$ cat config.mk
export PLATFORM = sky130hd
export DESIGN_NAME = pwl_neuron_mac
export DESIGN_NICKNAME = d
export VERILOG_FILES = /design/src/rtl/pwl_neuron_mac.sv
export SDC_FILE = /design/constraint.sdc
export NUM_CORES = 1
export LEC_CHECK = 0
export ABC_AREA = 1
export BUFFER_PORTS_ARGS = -buffer_cell sky130_fd_sc_hd__clkbuf_2
export CORE_ASPECT_RATIO = 1.5
export CORE_MARGIN = 2
export CORE_UTILIZATION = 45
export DETAILED_ROUTE_END_ITERATION = 8
export MAX_ROUTING_LAYER = met4
export SYNTH_ARGS = -nofsm -noshare
export SYNTH_HDL_FRONTEND = slang
export SYNTH_SLANG_ARGS = --single-unit
$ cat constraint.sdc
create_clock -name clk -period 10.52 [get_ports clk]
set_input_delay 2.104 -clock clk [delete_from_list [all_inputs] [get_ports clk]]
set_output_delay 2.104 -clock clk [all_outputs]
set_load 0.02 [all_outputs]
$ cat src/rtl/pwl_neuron_mac.sv
// Serial Q8.8 multiply-accumulate neuron: N_INPUTS (x, w) beats plus a bias,
// rounded half-up and saturated to Q8.8 for the PWL tanh activation stage.
module pwl_neuron_mac #(
    parameter int N_INPUTS = 8,
    parameter int ACC_W    = 40
) (
    input  logic               clk,
    input  logic               rst,
    input  logic               valid_in,
    output logic               in_ready,
    input  logic signed [15:0] x_in,
    input  logic signed [15:0] w_in,
    input  logic signed [15:0] bias_in,
    output logic               valid_out,
    output logic signed [15:0] y_out,
    output logic               sat_out
);

    localparam int CNT_W = $clog2(N_INPUTS + 1);
    localparam logic [CNT_W-1:0] CNT_ONE  = CNT_W'(1);
    localparam logic [CNT_W-1:0] CNT_LAST = CNT_W'(N_INPUTS - 1);
    localparam logic signed [ACC_W-1:0] RND   = ACC_W'(32'sd128);
    localparam logic signed [ACC_W-1:0] Y_MAX = ACC_W'(32'sd32767);
    localparam logic signed [ACC_W-1:0] Y_MIN = ACC_W'(-32'sd32768);

    generate
        if ((N_INPUTS < 1) || (N_INPUTS > 256) || (ACC_W < 33 + $clog2(N_INPUTS))) begin : g_param_err
            $error("pwl_neuron_mac: N_INPUTS must be 1..256 and ACC_W >= 33 + clog2(N_INPUTS)");
        end
    endgenerate

    typedef enum logic [1:0] {
        S_IDLE  = 2'd0,
        S_ACC   = 2'd1,
        S_FINAL = 2'd2
    } state_t;

    state_t                   r_state;
    state_t                   w_state_nxt;
    logic signed [ACC_W-1:0]  r_acc;
    logic signed [ACC_W-1:0]  w_acc_nxt;
    logic [CNT_W-1:0]         r_cnt;
    logic [CNT_W-1:0]         w_cnt_nxt;
    logic                     r_in_ready;
    logic                     r_valid;
    logic signed [15:0]       r_y;
    logic                     r_sat;
    logic                     w_accept;
    logic                     w_emit;
    logic signed [31:0]       w_prod;
    logic signed [ACC_W-1:0]  w_prod_ext;
    logic signed [ACC_W-1:0]  w_bias_ext;
    logic [16:0]              w_res;

    // Returns {sat, y}: (a + 0.5 LSB) >>> 8, clamped to the signed 16-bit range.
    function automatic logic [16:0] round_sat(input logic signed [ACC_W-1:0] a);
        logic signed [ACC_W-1:0] r;
        logic [16:0]             res;
        r = (a + RND) >>> 8;
        if (r > Y_MAX) begin
            res = {1'b1, 16'h7FFF};
        end else if (r < Y_MIN) begin
            res = {1'b1, 16'h8000};
        end else begin
            res = {1'b0, r[15:0]};
        end
        return res;
    endfunction

    assign w_prod     = x_in * w_in;
    assign w_prod_ext = {{(ACC_W - 32){w_prod[31]}}, w_prod};
    assign w_bias_ext = {{(ACC_W - 24){bias_in[15]}}, bias_in, 8'h00};
    assign w_accept   = valid_in & r_in_ready;
    assign w_res      = round_sat(r_acc);

    assign in_ready  = r_in_ready;
    assign valid_out = r_valid;
    assign y_out     = r_y;
    assign sat_out   = r_sat;

    // Next-state, accumulator and counter update for the beat/finalise sequence.
    always_comb begin
        w_state_nxt = r_state;
        w_acc_nxt   = r_acc;
        w_cnt_nxt   = r_cnt;
        w_emit      = 1'b0;
        case (r_state)
            S_IDLE: begin
                if (w_accept) begin
                    w_acc_nxt   = w_bias_ext + w_prod_ext;
                    w_cnt_nxt   = CNT_ONE;
                    w_state_nxt = (N_INPUTS == 1) ? S_FINAL : S_ACC;
                end else begin
                    w_state_nxt = S_IDLE;
                end
            end
            S_ACC: begin
                if (w_accept) begin
                    w_acc_nxt   = r_acc + w_prod_ext;
                    w_cnt_nxt   = r_cnt + CNT_ONE;
                    w_state_nxt = (r_cnt == CNT_LAST) ? S_FINAL : S_ACC;
                end else begin
                    w_state_nxt = S_ACC;
                end
            end
            S_FINAL: begin
                w_emit      = 1'b1;
                w_acc_nxt   = '0;
                w_cnt_nxt   = '0;
                w_state_nxt = S_IDLE;
            end
            default: begin
                w_acc_nxt   = '0;
                w_cnt_nxt   = '0;
                w_state_nxt = S_IDLE;
            end
        endcase
    end

    // State, accumulator and registered outputs; results only update on the emit cycle.
    always_ff @(posedge clk) begin
        if (rst) begin
            r_state    <= S_IDLE;
            r_acc      <= '0;
            r_cnt      <= '0;
            r_in_ready <= 1'b1;
            r_valid    <= 1'b0;
            r_y        <= 16'sd0;
            r_sat      <= 1'b0;
        end else begin
            r_state    <= w_state_nxt;
            r_acc      <= w_acc_nxt;
            r_cnt      <= w_cnt_nxt;
            r_in_ready <= (w_state_nxt != S_FINAL);
            r_valid    <= w_emit;
            if (w_emit) begin
                r_y   <= w_res[15:0];
                r_sat <= w_res[16];
            end
        end
    end

endmodule

After elaboration in Yosys (flattened, before gate mapping)
Cells that the tools add are included.
Storage, ports and cells
  bits in registers: 65
  input port bits: 51
  output and inout port bits: 19
  word-level logic and storage cells: 36
Operators by class
  $add $sub $neg: 4
  $mul: 1
  magnitude comparators: 2
  equal/unequal tests: 6
  multiplexer cells: 13
  bitwise operators: 1
  reductions and logical operators: 2
Operator list (number)
  40-bit 2-to-1 mux: 2
  40-bit one-hot mux with 2 select lines: 1
  40-bit by 32-bit adder with 40-bit output: 1
  40-bit by 9-bit adder with 40-bit output (second input constant): 1
  17-bit 2-to-1 mux: 2
  24-bit by 32-bit adder with 33-bit output: 1
  32-bit by 16-bit greater-than comparator with 1-bit output (second input constant): 1
  32-bit by 16-bit less-than comparator with 1-bit output (second input constant): 1
  16-bit by 16-bit multiplier with 32-bit output: 1
  4-bit 2-to-1 mux: 2
  4-bit one-hot mux with 2 select lines: 1
  2-bit inequality test (second input constant): 3
  4-bit by 1-bit adder with 4-bit output (second input constant): 1
  4-bit by 3-bit == test with 1-bit output (second input constant): 1
  2-bit 2-to-1 mux: 2
  2-bit one-hot mux with 2 select lines: 1
  2-bit by 1-bit == test with 1-bit output (second input constant): 1
  2-bit == test (second input constant): 1
  2-bit logical NOT: 1
  1-bit 2-to-1 mux: 2
  2-bit AND reduction: 1
  1-bit bitwise AND: 1

Logic depth before layout (Yosys ltp)
Gate-level depths: netlist of the first run.
  depth after elaboration: 5
  depth in mapped cells: 44

Worst setup path before layout of the first run
OpenSTA, ideal clock, no wires.
  kind: input to register
  start: input w_in[5]
  end: register r_acc[38]
  arrival time: 9123 ps
  required time: 10449 ps
  setup slack: 1327 ps
  cell stages on the path: 31
  path buffers: 2
  cell sequence: clkbuf_1 clkbuf_1 nand2_1 fa_1 inv_1 fa_1 fa_1 fa_1 fa_1 inv_1 fa_1 inv_1 ha_1 a21o_1 nor2_1 inv_1 a21oi_1 a21boi_0 o21ai_0 xor2_1 ha_1 a21o_1 a31oi_1 o21ai_0 a21oi_1 nand3_1 nand2_1 nand3_1 nand2_1 nand2_1 a21oi_1
Between the ends
  cells in the longest elaborated chain, start to end: 4
  elaborated cells on any way between the ends: 6
Ends and longest elaborated chain
  start, declared: RTL line 12  | input logic signed [15:0] w_in,
  16-bit by 16-bit multiplier with 32-bit output (*): RTL line 70  | assign w_prod = x_in * w_in;
  40-bit by 32-bit adder with 40-bit output / 24-bit by 32-bit adder with 33-bit output (equally long branches): RTL line 99, 90
  40-bit 2-to-1 mux (on tied branches): RTL line 98, 89
  40-bit one-hot mux with 2 select lines (*): RTL line 87  | case (r_state)
  end signal, assigned: RTL line 132  | r_acc <= w_acc_nxt;
  end, declared: RTL line 40  | logic signed [ACC_W-1:0] r_acc;
Every way passes the cells marked *; elsewhere a longest branch is shown, timed or not. The select of a mux whose other input is x is not followed.
A chain may end at the register's enable or synchronous reset.

Final worst setup path of the first run
  start: input x_in[6]
  end: register r_acc[30]
Between the ends
  cells in the longest elaborated chain, start to end: 4
  elaborated cells on any way between the ends: 6
Ends and longest elaborated chain
  start, declared: RTL line 11  | input logic signed [15:0] x_in,
  16-bit by 16-bit multiplier with 32-bit output (*): RTL line 70
  40-bit by 32-bit adder with 40-bit output / 24-bit by 32-bit adder with 33-bit output (equally long branches): RTL line 99, 90
  40-bit 2-to-1 mux (on tied branches): RTL line 98, 89
  40-bit one-hot mux with 2 select lines (*): RTL line 87
Marks and branches as above.

==> results of run 1 <==
placed cells by master, fill, tap and decap left out, drive strengths merged, types with 20 or more instances in the layout:
| cell | netlist | final |
|---|---|---|
| or2 | 21 | 21 |
| buf | 2 | 20 |
| a21oi | 179 | 179 |
| nand3 | 98 | 98 |
| fa | 264 | 264 |
| xor2 | 22 | 22 |
| inv | 639 | 641 |
| nor3 | 21 | 21 |
| dfxtp | 65 | 65 |
| nor2 | 230 | 230 |
| ha | 148 | 148 |
| o21ai | 126 | 126 |
| nand2 | 755 | 755 |
| clkbuf | 80 | 78 |
| a31oi | 25 | 25 |
critical path, delay by kind of cell:
family | cells | cell delay (ns)
compound gates | 8 | 1.93
xor+xnor | 1 | 0.40
fa+ha+maj | 8 | 3.86
buf+inv | 8 | 0.85
simple gates | 10 | 1.11
path summary, 6_finish.rpt:
path                         start                     end  slack (ns)
max reg2reg  r_acc[0]$_SDFFE_PP0P_  r_acc[24]$_SDFFE_PP0P_        6.51
max                        x_in[6]  r_acc[30]$_SDFFE_PP0P_        0.54
min reg2reg  y_out[0]$_SDFFE_PP0P_   y_out[0]$_SDFFE_PP0P_        0.47
min          y_out[0]$_SDFFE_PP0P_   y_out[0]$_SDFFE_PP0P_        0.47
flip-flops by register name (all words and copies together), names as in the netlist:
signal / flops
in_ready: 1
r_acc: 40
r_cnt: 4
r_state: 2
sat_out: 1
valid_out: 1
y_out: 16
layer usage:
layer  wire length [µm]  vias to the layer above  track usage, %
li1                   -                     8364               -
met1              22600                     8229            31.9
met2              31800                      413            55.9
met3               1610                      153            1.83
met4               3830                        0            16.1
met5                  0                        -               -
cell families (layout without fill, tap and decap cells):
group | count (synthesis) | count (layout)
xor+xnor | 38 | 38
buf+inv | 721 | 744
compound gates | 367 | 367
fa+ha+maj | 412 | 412
simple gates | 1153 | 1153
flops | 65 | 65
cell type report:
| class | count | area, µm² |
|---|---|---|
| multi-input cells | 1970 | 14200 |
| clock inverters | 7 | 77.6 |
| fillers | 4203 | 20800 |
| clock buffers | 9 | 225 |
| well taps | 506 | 633 |
| inverters | 639 | 2400 |
| flip-flops and latches | 65 | 1300 |
| repair buffers | 89 | 495 |
per-stage QoR:
stage                     area [µm²]  setup WS [ns]  utilization (%)
after floorplan                18200           1.33                -
after global placement         19000          0.124             47.4
after detailed placement       19000          0.125             47.4
after CTS                      19300          0.486             48.2
after global routing           19300         0.0558             48.2
final                          19300          0.538             48.2
==> flow_metrics.py, run 1 <==
metrics = {
    "die": {
        "die_h_um": 250,
        "start_util_pct": 45.4,
        "core_area_um2": 40100,
        "die_x_um": 168,
        "dieArea_um2": 42100,
        "num_io_pins": 70,
        "rows": 90,
    },
    "logic_synthesis": {
        "syn_nets": 3219,
        "ys_async_sr_fraction_pct": 0,
        "synth_compound_area_share_pct": 11.1,
        "synth_top_area_cell": "fa_1",
        "syn-instance-count": 2756,
        "ys_warn_count": 0,
        "synthAdderAreaFrac_pct": 39.2,
        "synth_xor_area_share_pct": 1.83,
        "synthMuxAreaShare_pct": 0,
        "synth_top_family_by_area": "adder cells",
        "ys.flop_type": "dfxtp_1",
        "synth-seq-cells": 65,
        "synth-seq-area-share_pct": 7.15,
        "yosysTopAreaCellShare_pct": 29.0,
        "netlist_area_um2": 18200,
        "synth_common_cells": "749 x nand2_1, 637 x inv_1, 264 x fa_1",
        "avgSynthCellArea_um2": 6.60,
        "synth_cell_type_count": 40,
        "yosysMostFrequentCell": "nand2_1",
        "synth-simple-area-share_pct": 25.8,
        "synth_edf_count": 0,
        "synthTopCellsByArea": "fa_1 29%, nand2_1 15%, inv_1 13%",
    },
    "cells_and_area": {
        "layout.cells.non_filler": 3285,
        "nets": 3237,
        "antenna_cells": 0,
        "area_delta_synth_final_pct": 6.15,
        "drive_gt1_share_pct": 5.90,
    },
    "grt": {
        "grt_start_max_net_pins": 39,
        "grt_pass1_wl_um": 95500,
        "grt_pass1_vias": 17797,
        "gr-total-overflow": 0,
        "grt_antenna_before_repair": 0,
        "grtUsageTotal_pct": 30.2,
    },
    "routing": {
        "drc_errors": 0,
        "routed_via_density": 5.22,
        "drt_wl_total_um": 59800,
        "wl_per_cell_um": 18.2,
        "vias": 17159,
        "drtIter0Drc": 1001,
        "antenna_left": 0,
        "drtPass1Iterations": 5,
    },
    "place": {
        "portBuffers": 69,
        "dp_hpwl_um": 51400,
        "place.gp.congestion": 1.01,
        "dp_cells": 3269,
    },
    "clock_network": {
        "clkTransAtPathRegs_ns": 0.07,
        "cts_root_buf": "clkbuf_16",
        "clock_path_buffers": 2,
        "htreeDepth": 3,
        "numCtsBuffers": 9,
        "post_cts_resized": 0,
        "cts.sinks": 65,
        "postCtsSetupBuffers": 0,
        "cts_tree": "done",
        "clock_latency_ns": 0.38,
        "holdBufCountCts": 0,
    },
    "worst_hold_path": {
        "min_path_cells": 2,
        "min_path_type": "flop to flop",
    },
    "worst_setup_path": {
        "crit_arrival_ns": 10.28,
        "endpoint_kind": "flop",
        "start_kind": "input pin",
        "reg2reg_depth": 15,
        "cp_max_fo": 11,
        "cp.required_ns": 10.82,
        "cpMaxStageDelayCell": "fa_1",
        "cpPeakStageDelay_ns": 0.57,
        "crit_type": "input pin to flop",
    },
    "timing": {
        "max_freq_mhz": 100,
        "hold_viol_final": 0,
        "fin_tns_setup_ns": 0,
        "slew-limit-headroom_pct": 26.2,
        "finalCritPeriodShare_pct": 94.9,
        "setup_viol": 0,
        "rsz0062_at_grt": "no",
        "tightest_slew_ns": 1.10,
        "fin_worst_skew_ns": 0.0156,
        "layout_min_cycle_time_ns": 9.98,
        "slew_viol_final": 0,
        "hold_slack_ns": 0.470,
    },
    "run_status": {
        "status": "complete, no violations",
    },
    "job": {
        "drv_cap": 0,
    },
}
Power of run 1 is not shown: default switching activity piles up to over one toggle a cycle in this logic, so the estimate is an artifact.
==> run 2, diff against run 1 <==
--- a/config.mk
+++ b/config.mk
@@ -5,13 +5,13 @@
 export SDC_FILE = /design/constraint.sdc
 export NUM_CORES = 1
 export LEC_CHECK = 0
-export ABC_AREA = 1
 export BUFFER_PORTS_ARGS = -buffer_cell sky130_fd_sc_hd__clkbuf_2
 export CORE_ASPECT_RATIO = 1.5
 export CORE_MARGIN = 2
-export CORE_UTILIZATION = 45
+export CORE_UTILIZATION = 65
 export DETAILED_ROUTE_END_ITERATION = 8
 export MAX_ROUTING_LAYER = met4
+export PLACE_DENSITY = 0.83
 export SYNTH_ARGS = -nofsm -noshare
 export SYNTH_HDL_FRONTEND = slang
 export SYNTH_SLANG_ARGS = --single-unit
==> run 2 against run 1 <==
Effect of this change:
- the run now fails in detailed routing (5_2_route)
- area after synthesis is 9.5% lower
- synthesized cell count is 28% lower
- global-route usage is 4.1 points higher
==> flow_metrics.py, run 2 <==
metrics = {
    "die": {
        "num_io_pins": 70,
        "die_h_um": 199,
        "start_util_pct": 66.0,
        "die_x_um": 134,
        "rows": 71,
    },
    "logic_synthesis": {
        "yosysTopAreaCellShare_pct": 32.1,
        "synth_edf_count": 0,
        "syn_nets": 2436,
        "synth-seq-cells": 65,
        "synth_top_area_cell": "fa_1",
        "ys_async_sr_fraction_pct": 0,
        "synth-seq-area-share_pct": 7.89,
        "yosysMostFrequentCell": "inv_1",
        "netlist_area_um2": 16500,
        "ys_warn_count": 0,
        "avgSynthCellArea_um2": 8.35,
        "ys.flop_type": "dfxtp_1",
        "synth_cell_type_count": 73,
        "synthTopCellsByArea": "fa_1 32%, ha_1 11%, inv_1 7.9%",
        "syn-instance-count": 1973,
        "synth_common_cells": "349 x inv_1, 264 x fa_1, 188 x nand2_1",
    },
    "place": {
        "dp_hpwl_um": 35300,
        "portBuffers": 69,
        "dp_cells": 2326,
        "place.gp.congestion": 1.00,
        "placed_cell_area_um2": 17100,
    },
    "clock_network": {
        "cts.sinks": 65,
        "cts_root_buf": "clkbuf_16",
        "postCtsSetupBuffers": 0,
        "clock_path_buffers": 2,
        "htreeDepth": 3,
        "numCtsBuffers": 9,
    },
    "grt": {
        "grt_pass1_wl_um": 70300,
        "grt_start_max_net_pins": 57,
        "grtUsageTotal_pct": 34.2,
        "grt_pass1_vias": 14275,
        "grt_antenna_before_repair": 0,
        "gr-total-overflow": 0,
    },
    "run_status": {
        "lastStage": "detailed routing (5_2_route)",
        "status": "aborted with a tool error",
        "error_line": "[ERROR DRT-0255] Maze Route cannot find path of net clk in worker of routeBox ( 96600 0 ) ( 134015 48300 ).",
    },
    "timing": {
        "worstEpCategory": "register input",
        "crit_endpoint": "r_acc[38]$_SDFFE_PP0P_/D",
    },
}
-- run 2: what timing repair did --
action                     in CTS  in global routing
gates resized for setup         0                  1
setup endpoints to repair       0                  1
hold buffers                    0                  0
-- run 2: routing by layer --
metal,track usage [%]
met1,39.2
met2,62.6
met3,2.19
met4,13.3
met5,-
-- run 2: cell families after synthesis --
group                    share of synthesized area [%]
adder cells (fa/ha/maj)                           43.3
AND/OR/NAND/NOR                                   18.9
XOR/XNOR                                          5.15
AO/OA/AOI/OAI                                     14.5
flip-flops                                        7.89
buffers and inverters                             9.69
multiplexers                                     0.585
-- run 2: stage by stage --
stage,worst slack [ns],hold WS [ns],util (%)
after floorplan,0.815,0.449,-
after detailed placement,0.128,0.469,68.7
after global placement,0.167,0.448,68.7
after global routing,0.0457,0.490,70.0
after CTS,0.487,0.476,69.9
==> run 3, diff against run 2 <==
--- a/config.mk
+++ b/config.mk
@@ -6,12 +6,10 @@
 export NUM_CORES = 1
 export LEC_CHECK = 0
 export BUFFER_PORTS_ARGS = -buffer_cell sky130_fd_sc_hd__clkbuf_2
-export CORE_ASPECT_RATIO = 1.5
 export CORE_MARGIN = 2
-export CORE_UTILIZATION = 65
+export CORE_UTILIZATION = 40
 export DETAILED_ROUTE_END_ITERATION = 8
-export MAX_ROUTING_LAYER = met4
-export PLACE_DENSITY = 0.83
+export PLACE_DENSITY_LB_ADDON = 0.15
 export SYNTH_ARGS = -nofsm -noshare
 export SYNTH_HDL_FRONTEND = slang
 export SYNTH_SLANG_ARGS = --single-unit
==> run 3 against run 2 <==
Effect of this change:
- the run now ends clean
- global-route usage fell by 14 points
- synthesized cell count did not move
- area after synthesis did not move
==> flow_metrics.py, run 3 <==
metrics = {
    "run_status": {
        "status": "complete, no violations",
    },
    "clock_network": {
        "clock_latency_ns": 0.35,
        "cts_tree": "done",
        "holdBufCountCts": 0,
        "cts_root_buf": "clkbuf_16",
        "postCtsSetupBuffers": 0,
        "cts.sinks": 65,
        "htreeDepth": 3,
        "clkTransAtPathRegs_ns": 0.07,
        "numCtsBuffers": 9,
        "clock_path_buffers": 2,
    },
    "timing": {
        "finalCritPeriodShare_pct": 94.4,
        "slew-limit-headroom_pct": 15.4,
        "layout_min_cycle_time_ns": 9.93,
        "rsz0062_at_grt": "no",
        "worst_slack_ns": 0.590,
        "fin_tns_setup_ns": 0,
        "tightest_slew_ns": 1.27,
        "slew_viol_final": 0,
        "setup_viol": 0,
        "hold_viol_final": 0,
        "max_freq_mhz": 101,
        "fin_worst_skew_ns": 0.0133,
    },
    "grt": {
        "grt_pass1_wl_um": 67400,
        "grt_antenna_before_repair": 1,
        "grt_pass1_vias": 13295,
        "gr-total-overflow": 0,
        "grt_start_max_net_pins": 56,
        "grtUsageTotal_pct": 19.8,
    },
    "worst_hold_path": {
        "worstHoldStart": "y_out[15]$_SDFFE_PP0P_",
        "min_path_type": "flop to flop",
    },
    "logic_synthesis": {
        "ys.flop_type": "dfxtp_1",
        "yosysMostFrequentCell": "inv_1",
        "synth_top_area_cell": "fa_1",
        "yosysTopAreaCellShare_pct": 32.1,
        "syn_nets": 2436,
        "synth_edf_count": 0,
        "synth_xor_area_share_pct": 5.15,
        "synth_top_family_by_area": "adder cells",
        "synth-simple-area-share_pct": 18.9,
        "ys_async_sr_fraction_pct": 0,
        "synthTopCellsByArea": "fa_1 32%, ha_1 11%, inv_1 7.9%",
        "avgSynthCellArea_um2": 8.35,
        "synth-seq-area-share_pct": 7.89,
        "ys_warn_count": 0,
        "syn-instance-count": 1973,
        "synthAdderAreaFrac_pct": 43.3,
        "synthMuxAreaShare_pct": 0.585,
        "synth_cell_type_count": 73,
        "synth_common_cells": "349 x inv_1, 264 x fa_1, 188 x nand2_1",
        "netlist_area_um2": 16500,
        "synth_compound_area_share_pct": 14.5,
        "synth-seq-cells": 65,
    },
    "die": {
        "die_x_um": 207,
        "core_area_um2": 40700,
        "die_h_um": 207,
        "rows": 74,
        "dieArea_um2": 42800,
        "num_io_pins": 70,
        "start_util_pct": 40.5,
    },
    "worst_setup_path": {
        "critPathMostFrequentCell": "fa_1",
        "r2r-end": "y_out[2]$_SDFFE_PP0P_",
        "endpoint_kind": "flop",
        "critPathTopFamily": "adder cells",
        "reg2reg_depth": 10,
        "reg2reg_from": "r_acc[8]$_SDFFE_PP0P_",
        "r2r_slack_ns": 6.84,
        "crit_buf_inv": 6,
        "cp.required_ns": 10.78,
        "crit_arrival_ns": 10.19,
        "crit_start": "x_in[4]",
        "cpMaxStageDelayCell": "fa_1",
        "cpPeakStageDelay_ns": 0.54,
        "cp_max_fo": 16,
        "start_kind": "input pin",
        "crit_end": "r_acc[38]$_SDFFE_PP0P_",
        "path_depth": 34,
        "crit_type": "input pin to flop",
    },
    "job": {
        "drv_cap": 0,
    },
    "cells_and_area": {
        "area_delta_synth_final_pct": 7.85,
        "final_cell_mix": "349 x inv_1, 264 x fa_1, 188 x nand2_1",
        "final_common_cell": "inv_1",
        "largest_reg_flops": 40,
        "drive_gt1_share_pct": 6.95,
        "largest_register": "r_acc",
        "nets": 2473,
    },
    "routing": {
        "drtIter0Drc": 721,
        "drtPass1Iterations": 5,
        "wl_per_cell_um": 16.2,
        "routed_via_density": 5.30,
        "drc_errors": 0,
        "drt_wl_total_um": 41200,
        "vias": 13496,
        "antenna_left": 0,
    },
    "place": {
        "dp_hpwl_um": 34400,
        "portBuffers": 69,
        "place.gp.congestion": 0.856,
        "preCtsSetupSlack_ns": 0.165,
    },
}
## run 3: cell counts after synthesis
No cell type changed its count.
## run 3: worst min-delay path by stage
stage	to	slack (ns)	cells after the start
2_1_floorplan	r_cnt[1]$_SDFFE_PP0P_	0.45	2
3_3_place_gp	y_out[15]$_SDFFE_PP0P_	0.45	2
3_5_place_dp	y_out[15]$_SDFFE_PP0P_	0.45	2
4_1_cts	y_out[15]$_SDFFE_PP0P_	0.46	2
5_1_grt	y_out[15]$_SDFFE_PP0P_	0.49	2
6_report	y_out[15]$_SDFFE_PP0P_	0.46	2
## run 3: cell type report
| class | count | area, µm² |
|---|---|---|
| inverters | 349 | 1310 |
| well taps | 532 | 666 |
| fillers | 4140 | 23000 |
| multi-input cells | 1490 | 13600 |
| repair buffers | 95 | 541 |
| clock inverters | 7 | 141 |
| clock buffers | 9 | 225 |
| diodes | 1 | 2.50 |
| flip-flops and latches | 65 | 1300 |
## run 3: cells by family after synthesis
logic type / Yosys count
flops: 65
simple gates: 622
buf+inv: 418
xor+xnor: 97
compound gates: 350
fa+ha+maj: 412
mux: 9
## run 3: routing by layer
| metal | global-route usage [%] | share of wire, % | wire [µm] | up-vias |
|---|---|---|---|---|
| met5 | 0 | 0.046 | 19 | - |
| met3 | 2.09 | 3.5 | 1450 | 41 |
| met1 | 27.3 | 45 | 18700 | 6740 |
| met4 | 4.13 | 1.8 | 742 | 2 |
| met2 | 33.7 | 49 | 20300 | 240 |
| li1 | - | - | - | 6473 |
## run 3: worst min-delay path, delay by kind of cell (launching register included)
family | cells | cell delay [ns]
flip-flops | 1 | 0.31
AND/OR/NAND/NOR | 1 | 0.05
AO/OA/AOI/OAI | 1 | 0.05
## run 3: what timing repair did
item,CTS,global route
resized for setup,0,4
endpoints found under the hold margin,0,0
setup endpoints to repair,0,2
## run 3: metrics by stage
| step | std cells | cell area [µm²] | hold slack, ns | util [%] |
|---|---|---|---|---|
| final | 2548 | 17800 | 0.460 | 43.6 |
| after global routing | 2548 | 17800 | 0.489 | 43.6 |
| after CTS | 2547 | 17800 | 0.460 | 43.6 |
| after detailed placement | 2531 | 17400 | 0.452 | 42.7 |
| after global placement | 2531 | 17400 | 0.453 | 42.7 |
| after floorplan | 1973 | 16500 | 0.449 | - |
Power of run 3 is left out for the same reason.
==> run 4, diff against run 3 <==
--- a/config.mk
+++ b/config.mk
@@ -6,8 +6,12 @@
 export NUM_CORES = 1
 export LEC_CHECK = 0
 export BUFFER_PORTS_ARGS = -buffer_cell sky130_fd_sc_hd__clkbuf_2
+export CAP_MARGIN = 20
+export CELL_PAD_IN_SITES_DETAIL_PLACEMENT = 0
+export CELL_PAD_IN_SITES_GLOBAL_PLACEMENT = 1
 export CORE_MARGIN = 2
 export CORE_UTILIZATION = 40
+export CTS_BUF_LIST = sky130_fd_sc_hd__clkbuf_8
 export DETAILED_ROUTE_END_ITERATION = 8
 export PLACE_DENSITY_LB_ADDON = 0.15
 export SYNTH_ARGS = -nofsm -noshare
==> run 4 against run 3 <==
Effect of this change:
- maximum frequency shrank 0.52%
- flip-flop and latch count is the same
- clock skew grew 0.0027 ns
- utilization shrank 0.24 points
- first-iteration DRC count shrank 18%
- final area shrank 0.56%
- worst hold slack gained 0.0088 ns
- cell count grew 0.43%
- via count is essentially flat
- non-clock buffer count grew 13
- die area is the same
- global-route usage grew 0.61 points
==> flow_metrics.py, run 4 (same netlist as run 3, synthesis figures left out) <==
metrics = {
    "run_status": {
        "status": "complete, no violations",
    },
    "timing": {
        "fin_tns_setup_ns": 0,
        "slew-limit-headroom_pct": 26.1,
        "tightest_slew_ns": 1.10,
        "rsz0062_at_grt": "no",
        "finalCritPeriodShare_pct": 94.9,
        "max_freq_mhz": 100,
        "fin_worst_skew_ns": 0.0160,
        "layout_min_cycle_time_ns": 9.98,
        "hold_viol_final": 0,
        "setup_viol": 0,
        "hold_slack_ns": 0.469,
        "slew_viol_final": 0,
    },
    "worst_hold_path": {
        "min_path_type": "flop to flop",
        "worstHoldStart": "y_out[15]$_SDFFE_PP0P_",
        "min_path_cells": 2,
        "hold_path_end": "y_out[15]$_SDFFE_PP0P_",
    },
    "cells_and_area": {
        "final_common_cell": "inv_1",
        "largest_reg_flops": 40,
        "area_delta_synth_final_pct": 7.25,
        "largest_register": "r_acc",
        "final_cell_mix": "349 x inv_1, 264 x fa_1, 188 x nand2_1",
        "nets": 2486,
        "antenna_cells": 0,
        "drive_gt1_share_pct": 7.50,
    },
    "grt": {
        "grtUsageTotal_pct": 20.4,
        "grt_pass1_vias": 13485,
        "grt_antenna_before_repair": 0,
        "grt_pass1_wl_um": 69400,
        "gr-total-overflow": 0,
        "grt_start_max_net_pins": 57,
    },
    "clock_network": {
        "cts.sinks": 65,
        "numCtsBuffers": 9,
        "postCtsSetupBuffers": 0,
        "htreeDepth": 3,
        "cts_tree": "done",
        "clkTransAtPathRegs_ns": 0.09,
        "cts_root_buf": "clkbuf_8",
        "clock_path_buffers": 2,
        "clock_latency_ns": 0.38,
    },
    "die": {
        "start_util_pct": 40.5,
        "rows": 74,
        "core_area_um2": 40700,
        "die_x_um": 207,
        "num_io_pins": 70,
        "dieArea_um2": 42800,
        "die_h_um": 207,
    },
    "worst_setup_path": {
        "reg2reg_from": "r_acc[7]$_SDFFE_PP0P_",
        "cpMaxStageDelayCell": "fa_1",
        "critPathMostFrequentCell": "fa_1",
        "r2r-end": "y_out[3]$_SDFFE_PP0P_",
        "start_kind": "input pin",
        "cpPeakStageDelay_ns": 0.54,
        "endpoint_kind": "flop",
        "crit_type": "input pin to flop",
        "reg2reg_depth": 9,
        "r2r_slack_ns": 6.88,
        "cp.required_ns": 10.80,
        "crit_arrival_ns": 10.27,
        "cp_max_fo": 11,
    },
    "routing": {
        "top_layer": "met4",
        "drt-met1-wl_um": 19200,
        "vias": 13486,
        "drt_wl_total_um": 42100,
        "wl_met3_um": 1280,
        "antenna_left": 0,
        "drtPass1Iterations": 5,
        "wl_met2_um": 21000,
        "routed_via_density": 5.27,
        "drtIter0Drc": 590,
        "drc_errors": 0,
        "wl_per_cell_um": 16.5,
    },
    "place": {
        "place.gp.congestion": 0.872,
        "dp_hpwl_um": 35300,
        "portBuffers": 69,
    },
    "job": {
        "drv_cap": 0,
    },
}
==> run 4: how the worst max path moves through the flow <==
stage | startpoint | end | cells after the start
finish | w_in[6] | r_acc[38]$_SDFFE_PP0P_ | 35
global route | w_in[1] | r_acc[39]$_SDFFE_PP0P_ | 33
CTS | w_in[6] | r_acc[38]$_SDFFE_PP0P_ | 35
detailed placement | w_in[6] | r_acc[38]$_SDFFE_PP0P_ | 35
global placement | w_in[8] | r_acc[38]$_SDFFE_PP0P_ | 35
floorplan | x_in[15] | r_acc[38]$_SDFFE_PP0P_ | 29
==> run 4: what timing repair did <==
| item | 4_1_cts | 5_1_grt |
|---|---|---|
| setup endpoints to repair | 0 | 1 |
| hold endpoints to repair | 0 | 0 |
| resized for setup | 0 | 2 |
| hold buffers | 0 | 0 |
==> run 4: worst max-delay path: cells and delay by family <==
kind            cells  cell delay, ns
mux                 1            0.26
compound gates     10            1.82
buf+inv             7            0.73
simple gates        8            1.25
xor+xnor            1            0.22
fa+ha+maj           8            3.84
==> run 4: layout make-up <==
type                            count  area [µm²]
Clock buffer                       10         138
Tap cell                          532         666
Timing Repair Buffer              108         642
Clock inverter                      5        32.5
Sequential cell                    65        1300
Fill cell                        4232       23100
Inverter                          349        1310
Multi-Input combinational cell   1490       13600
==> run 4: per-layer routing <==
layer	track usage (%)	vias to the layer above
met2	35.3	187
met5	0	-
met1	27.9	6780
met4	3.60	0
li1	-	6486
met3	2.03	33
==> run 4: through the flow <==
stage / cell area (µm²) / std cells / setup slack [ns] / util (%)
CTS: 17700 / 2559 / 0.505 / 43.4
floorplan: 16500 / 1973 / 0.815 / -
finish: 17700 / 2559 / 0.538 / 43.4
global route: 17700 / 2559 / 0.0321 / 43.4
global placement: 17500 / 2543 / 0.130 / 42.9
detailed placement: 17500 / 2544 / 0.134 / 43.0
Power of run 4 is left out for the same reason.
